<file path="config.mk">
export PLATFORM = sky130hd
export DESIGN_NAME = frame_reader
export DESIGN_NICKNAME = d
export VERILOG_FILES = /design/src/rtl/frame_reader.sv
export SDC_FILE = /design/constraint.sdc
export NUM_CORES = 2
export LEC_CHECK = 0
export BUFFER_PORTS_ARGS = -buffer_cell sky130_fd_sc_hd__buf_2
export CORE_MARGIN = 3
export CORE_UTILIZATION = 25
export DETAILED_ROUTE_END_ITERATION = 8
export PLACE_DENSITY_LB_ADDON = 0.08
export SLEW_MARGIN = 10
export SYNTH_ARGS = -nofsm -noshare
export SYNTH_HDL_FRONTEND = slang
export SYNTH_SLANG_ARGS = --single-unit
</file>
<file path="constraint.sdc">
create_clock -name clock -period 4.7 [get_ports clock]
set_input_delay 0.47 -clock clock [delete_from_list [all_inputs] [get_ports clock]]
set_output_delay 0.47 -clock clock [all_outputs]
set_load 0.02 [all_outputs]
</file>
<file path="src/rtl/frame_reader.sv">
// Avalon-MM burst read master that streams a block of 64-bit words from SDRAM through an output FIFO.
// Optional macro FRAME_READER_LOOP_EN: replay the latched pass forever until reset.
module frame_reader #(
   parameter int unsigned BURST_LEN  = 16,
   parameter int unsigned FIFO_DEPTH = 64
) (
   input  logic        clock,
   input  logic        reset,
   input  logic        start,
   input  logic [28:0] base_address,
   input  logic [23:0] word_count,
   output logic        busy,
   output logic        done,
   output logic [28:0] address,
   output logic [7:0]  burstcount,
   output logic        read,
   input  logic        waitrequest,
   input  logic [63:0] readdata,
   input  logic        readdatavalid,
   output logic [63:0] out_data,
   output logic        out_valid,
   input  logic        out_ready
);

   localparam int unsigned PW = (FIFO_DEPTH > 1) ? $clog2(FIFO_DEPTH) : 1;
   localparam int unsigned CW = PW + 1;

   typedef enum logic [1:0] {IDLE, ISSUE, WAIT_CMD, DRAIN} state_t;

   state_t        state_q;
   logic          read_q;
   logic [28:0]   address_q;
   logic [7:0]    burstcount_q;
   logic          busy_q;
   logic          zero_done_q;
   logic [28:0]   next_addr_q;
   logic [23:0]   issue_rem_q;
   logic [23:0]   deliver_rem_q;
   logic [CW-1:0] outstanding_q, outstanding_d;
   logic [CW-1:0] fifo_cnt_q, fifo_cnt_d;
   logic [PW-1:0] wr_ptr_q, rd_ptr_q;
   logic [63:0]   fifo_mem [FIFO_DEPTH];
`ifdef FRAME_READER_LOOP_EN
   logic [28:0]   base_q;
   logic [23:0]   count_q;
`endif

   logic          beat_ok;
   logic          pop;
   logic          cmd_accept;
   logic          last_pop;
   logic          credit_ok;
   logic [7:0]    burst_len;
   logic [31:0]   credit;

   assign out_valid  = (fifo_cnt_q != '0);
   assign out_data   = fifo_mem[rd_ptr_q];
   assign read       = read_q;
   assign address    = address_q;
   assign burstcount = burstcount_q;
   assign busy       = busy_q;
   assign done       = zero_done_q | last_pop;

   always_comb begin
      // Beats with nothing outstanding are stale (e.g. from an aborted pass) and are discarded.
      beat_ok    = readdatavalid && (outstanding_q != '0);
      pop        = out_valid && out_ready;
      cmd_accept = read_q && !waitrequest;
      last_pop   = busy_q && pop && (deliver_rem_q == 24'd1);
      burst_len  = (issue_rem_q >= 24'(BURST_LEN)) ? 8'(BURST_LEN) : issue_rem_q[7:0];
      // FIFO occupancy plus words in flight never exceeds the depth, so this cannot underflow.
      credit     = 32'(FIFO_DEPTH) - 32'(fifo_cnt_q) - 32'(outstanding_q);
      credit_ok  = (credit >= 32'(burst_len));
      outstanding_d = outstanding_q
                    + (cmd_accept ? CW'(burstcount_q) : '0)
                    - (beat_ok ? CW'(1) : '0);
      fifo_cnt_d = fifo_cnt_q + CW'(beat_ok) - CW'(pop);
   end

   always_ff @(posedge clock) begin
      if (beat_ok) begin
         fifo_mem[wr_ptr_q] <= readdata;
      end
   end

   always_ff @(posedge clock) begin
      if (reset) begin
         state_q       <= IDLE;
         read_q        <= 1'b0;
         address_q     <= '0;
         burstcount_q  <= '0;
         busy_q        <= 1'b0;
         zero_done_q   <= 1'b0;
         next_addr_q   <= '0;
         issue_rem_q   <= '0;
         deliver_rem_q <= '0;
         outstanding_q <= '0;
         fifo_cnt_q    <= '0;
         wr_ptr_q      <= '0;
         rd_ptr_q      <= '0;
`ifdef FRAME_READER_LOOP_EN
         base_q        <= '0;
         count_q       <= '0;
`endif
      end else begin
         zero_done_q   <= 1'b0;
         outstanding_q <= outstanding_d;
         fifo_cnt_q    <= fifo_cnt_d;
         if (beat_ok) begin
            wr_ptr_q <= wr_ptr_q + PW'(1);
         end
         if (pop) begin
            rd_ptr_q <= rd_ptr_q + PW'(1);
         end
         if (pop && (deliver_rem_q != '0)) begin
            deliver_rem_q <= deliver_rem_q - 24'd1;
         end

         case (state_q)
            IDLE: begin
               if (start) begin
                  if (word_count == '0) begin
                     zero_done_q <= 1'b1;
                  end else begin
                     busy_q        <= 1'b1;
                     state_q       <= ISSUE;
                     next_addr_q   <= base_address;
                     issue_rem_q   <= word_count;
                     deliver_rem_q <= word_count;
`ifdef FRAME_READER_LOOP_EN
                     base_q        <= base_address;
                     count_q       <= word_count;
`endif
                  end
               end
            end
            ISSUE: begin
               if (credit_ok) begin
                  read_q       <= 1'b1;
                  address_q    <= next_addr_q;
                  burstcount_q <= burst_len;
                  state_q      <= WAIT_CMD;
               end
            end
            WAIT_CMD: begin
               if (!waitrequest) begin
                  read_q      <= 1'b0;
                  next_addr_q <= next_addr_q + 29'(burstcount_q);
                  issue_rem_q <= issue_rem_q - 24'(burstcount_q);
                  state_q     <= (issue_rem_q == 24'(burstcount_q)) ? DRAIN : ISSUE;
               end
            end
            DRAIN: begin
            end
            default: state_q <= IDLE;
         endcase

         // The final word can only leave once every burst was accepted, i.e. while draining.
         if (last_pop) begin
`ifdef FRAME_READER_LOOP_EN
            state_q       <= ISSUE;
            next_addr_q   <= base_q;
            issue_rem_q   <= count_q;
            deliver_rem_q <= count_q;
`else
            state_q       <= IDLE;
            busy_q        <= 1'b0;
`endif
         end
      end
   end

endmodule

</file>
==> flow_summary_export.csv <==
group,metric,value,unit
status,outcome,"complete, no violations",
worst_setup_path,crit_buf_inv,5,
placed_design,dp_hpwl,310200,µm
floorplanning,coreArea,654400,µm²
routing,vias,82910,
routing,vias_per_cell,4.744,
worst_setup_path,critPathKind,"reg2out",
synthesis,syn_inst,7537,
timing,setup_viol,0,
grt,busiest_layer,"met2",
finish,fin_cells,17480,
routing,wl_per_cell,34.18,µm
clocking,clock-sinks,4247,
synthesis,ys_seq_elements,4247,
floorplanning,dieWidth,816.7,µm
routing,wl,597300,µm
hold_path,hold_path.class,"in2reg",
timing,fin_tns_setup,0,ps
power,p_leak,59.87,nW
finish,fin_area,198500,µm²
grt,antenna_found_initial,62,
finish,nets,8580,
routing,drtIter0Drc,8456,
power,power.density,507.2,nW/µm²
timing,drv_slew,0,
worst_setup_path,worstSetupEndpointType,"output port",
clocking,cts.clk_slew.worst_paths,60,ps
job,drv_cap,0,
hold_path,hp-start,"readdata[31]",
finish,syn_to_final_growth,20.79,%
clocking,cts_tree,"done",
timing,hold_violations,0,
synthesis,synthDistinctLibCells,75,
worst_setup_path,r2r_cells,18,
clocking,htreeDepth,6,
grt,grtUsageTotal,17.51,%
worst_setup_path,required,4230,ps
grt,grtUsageMet2,30.14,%
placed_design,placed_cell_area,179700,µm²
grt,grt_overflow_total,0,
routing,ant_nets,0,
timing,final.min_clock_period,4554,ps
floorplanning,rows,297,
clocking,cts_made_buffers,522,
grt,grt_pass1_vias,86960,
worst_setup_path,crit_slowest_cell,"or4_4",
power,finalPower,100.7,mW
placed_design,placedCellCount,16390,
worst_setup_path,r2r-start,"fifo_cnt_q[1]",
timing,worst_pin_slew,1215,ps
placed_design,place.gp.congestion,0.7358,
hold_path,holdPathEnd,"fifo_mem[46][31]",
worst_setup_path,slowest_delay,640,ps
synthesis,ys_seq_area_share,76.69,%
synthesis,synth-edff-count,4096,
synthesis,avgSynthCellArea,21.80,µm²
floorplanning,die_height,816.7,µm
grt,globalRouteMet3Util,2.383,%
worst_setup_path,critical_path.top_delay_family,"buffers and inverters",
routing,drt_first_pass_iters,5,
timing,min_period_over_period,96.89,%
grt,grt_max_degree,67,
placed_design,port_buffers,227,
synthesis,synth_ff_type,"edfxtp_1",
worst_setup_path,crit_fanout,12,
power,ir_drop,0.6334,mV
finish,mostFrequentLayoutCells,"edfxtp_1, mux4_2, clkbuf_16",
timing,max_freq,219.6,MHz
timing,slew_headroom,18.98,%
hold_path,worstHoldPathCells,1,
routing,drc,0,
floorplanning,die_area,667000,µm²
floorplanning,initial_core_util,25.11,%
clocking,clk_path_buf_depth,4,
worst_setup_path,crit_arrival,4080,ps
floorplanning,io_pins,228,
grt,grt_pass1_wl,799600,µm
worst_setup_path,r2r-end,"burstcount[4]",
worst_setup_path,cp-start-kind,"flip-flop",
clocking,clock-root-buffer,"clkbuf_16",
grt,gr-usage-met1,23.64,%
worst_setup_path,r2r_setup_slack,540,ps
synthesis,syn_area,164300,µm²
timing,fin_skew,44.86,ps
synthesis,ys_warn_count,0,
synthesis,async_flop_share,0,%
finish,final_common_cell,"edfxtp_1",
clocking,clock_latency,1060,ps
finish,drive_above_1_share,28.93,%
worst_setup_path,crit_chain,"buf_6, buf_12, buf_4, buf_16, mux4_2, mux2i_1, o22ai_1, or4_4, buf_2",
## cell families (layout without fill, tap and decap cells)
| logic type | count (synthesis) | after routing | share of synthesized area [%] |
|---|---|---|---|
| flops | 4247 | 4247 | 76.69 |
| mux | 1544 | 1544 | 17.20 |
| compound gates | 577 | 577 | 2.269 |
| simple gates | 556 | 556 | 1.789 |
| buf+inv | 486 | 1723 | 1.190 |
| fa+ha+maj | 70 | 70 | 0.5558 |
| xor+xnor | 56 | 56 | 0.2985 |
| other cells | 1 | 32 | 0.002282 |
## power breakdown
group,switching (mW),internal [mW],total (mW),leakage [nW]
Sequential,0.443,42.2,42.6,38.1
Clock,16.1,22.2,38.3,7.82
Combinational,10.7,9.00,19.7,14.0
Total,27.2,73.4,101,59.9
## Yosys cell counts (9+ instances only)
cell type  number  area, µm²
buf_2         105      525.5
a211oi_1       48      360.4
nand2_1        65      244.0
or4_1          69      518.0
nor3_1         35      175.2
nand4_1        16      100.1
edfxtp_1     4096     123000
a311oi_1        9      78.83
or3_1          15      93.84
buf_1          72      270.3
clkbuf_1      242      908.4
nand3b_1       12      90.09
and3_1         13      81.33
nand3_1        53      265.3
and2_1          9      56.30
nor2_1        188      705.7
mux2i_1       519       5195
dfxtp_1       151       3023
o22ai_1       263       1645
o31ai_1        15      112.6
inv_1          66      247.7
ha_1           65      813.3
nor4_1         21      131.4
o21a_1         15      112.6
xnor2_1        41      359.1
a31oi_1        15      93.84
mux4_2       1024      23060
nor2b_1        21      131.4
o21ai_0        58      290.3
a21oi_1        80      400.4
xor2_1         15      131.4
## layer usage
| layer | wire, µm | vias up | share of wire [%] |
|---|---|---|---|
| met5 | 90 | - | 0.015 |
| li1 | - | 33780 | - |
| met3 | 25470 | 679 | 4.3 |
| met1 | 261700 | 46340 | 44 |
| met4 | 12090 | 14 | 2.0 |
| met2 | 298000 | 2098 | 50 |
## worst register-to-register path: cells and delay by family, from the launching register on
family                     cells  cell delay [ps]
DFF                            1              390
buffers and inverters          3              500
adders and majority gates      3              830
xor gates and xnor gates       2              310
AOI/OAI and AO/OA              7             1700
and+or+nand+nor                3              380
## what timing repair did
item,CTS,global route
setup endpoints to repair,64,9
resized for setup,119,11
gates cloned,20,3
hold buffers,77,3
pin swaps,4,2
setup buffers,43,0
hold endpoints to repair,91,131
## worst max-delay path by stage
stage / end / startpoint / depth (start not counted) / slack, ps
6_report: out_data[22] / flip-flop / 9 / 150
2_1_floorplan: fifo_mem[61][0] / outstanding_q[1] / 7 / 300
3_3_place_gp: out_data[25] / flip-flop / 9 / 560
4_1_cts: out_data[42] / flip-flop / 8 / -70
5_1_grt: out_data[12] / flip-flop / 9 / -4
3_5_place_dp: out_data[25] / flip-flop / 9 / 570
## through the flow
step | setup slack (ps) | utilization, % | hold WS [ps]
finish | 146.0 | 30.33 | 137.2
global route | -4.048 | 30.33 | 123.8
CTS | -70.47 | 30.29 | 30.79
detailed placement | 571.3 | 27.47 | 468.2
global placement | 560.9 | 27.46 | 482.6
floorplan | 296.3 | - | 453.6
## area by class of cell
class | instances | area (µm²)
Antenna cell | 29 | 72.57
Timing Repair Buffer | 743 | 8038
Clock inverter | 235 | 2078
Sequential cell | 4247 | 126000
Clock buffer | 678 | 13970
Fill cell | 63040 | 455900
Tap cell | 8671 | 10850
Multi-Input combinational cell | 2806 | 37190
Inverter | 67 | 251.5
## state kept, by name, indices dropped and copies added, names as in the netlist, named ones only
| name | count |
|---|---|
| address | 29 |
| outstanding_q | 7 |
| burstcount | 8 |
| read | 1 |
| state_q | 2 |
| next_addr_q | 29 |
| fifo_mem | 4096 |
| zero_done_q | 1 |
| deliver_rem_q | 24 |
| issue_rem_q | 24 |
| wr_ptr_q | 6 |
| busy | 1 |
| fifo_cnt_q | 7 |
| rd_ptr_q | 6 |
(Power assumes the default switching activity.)
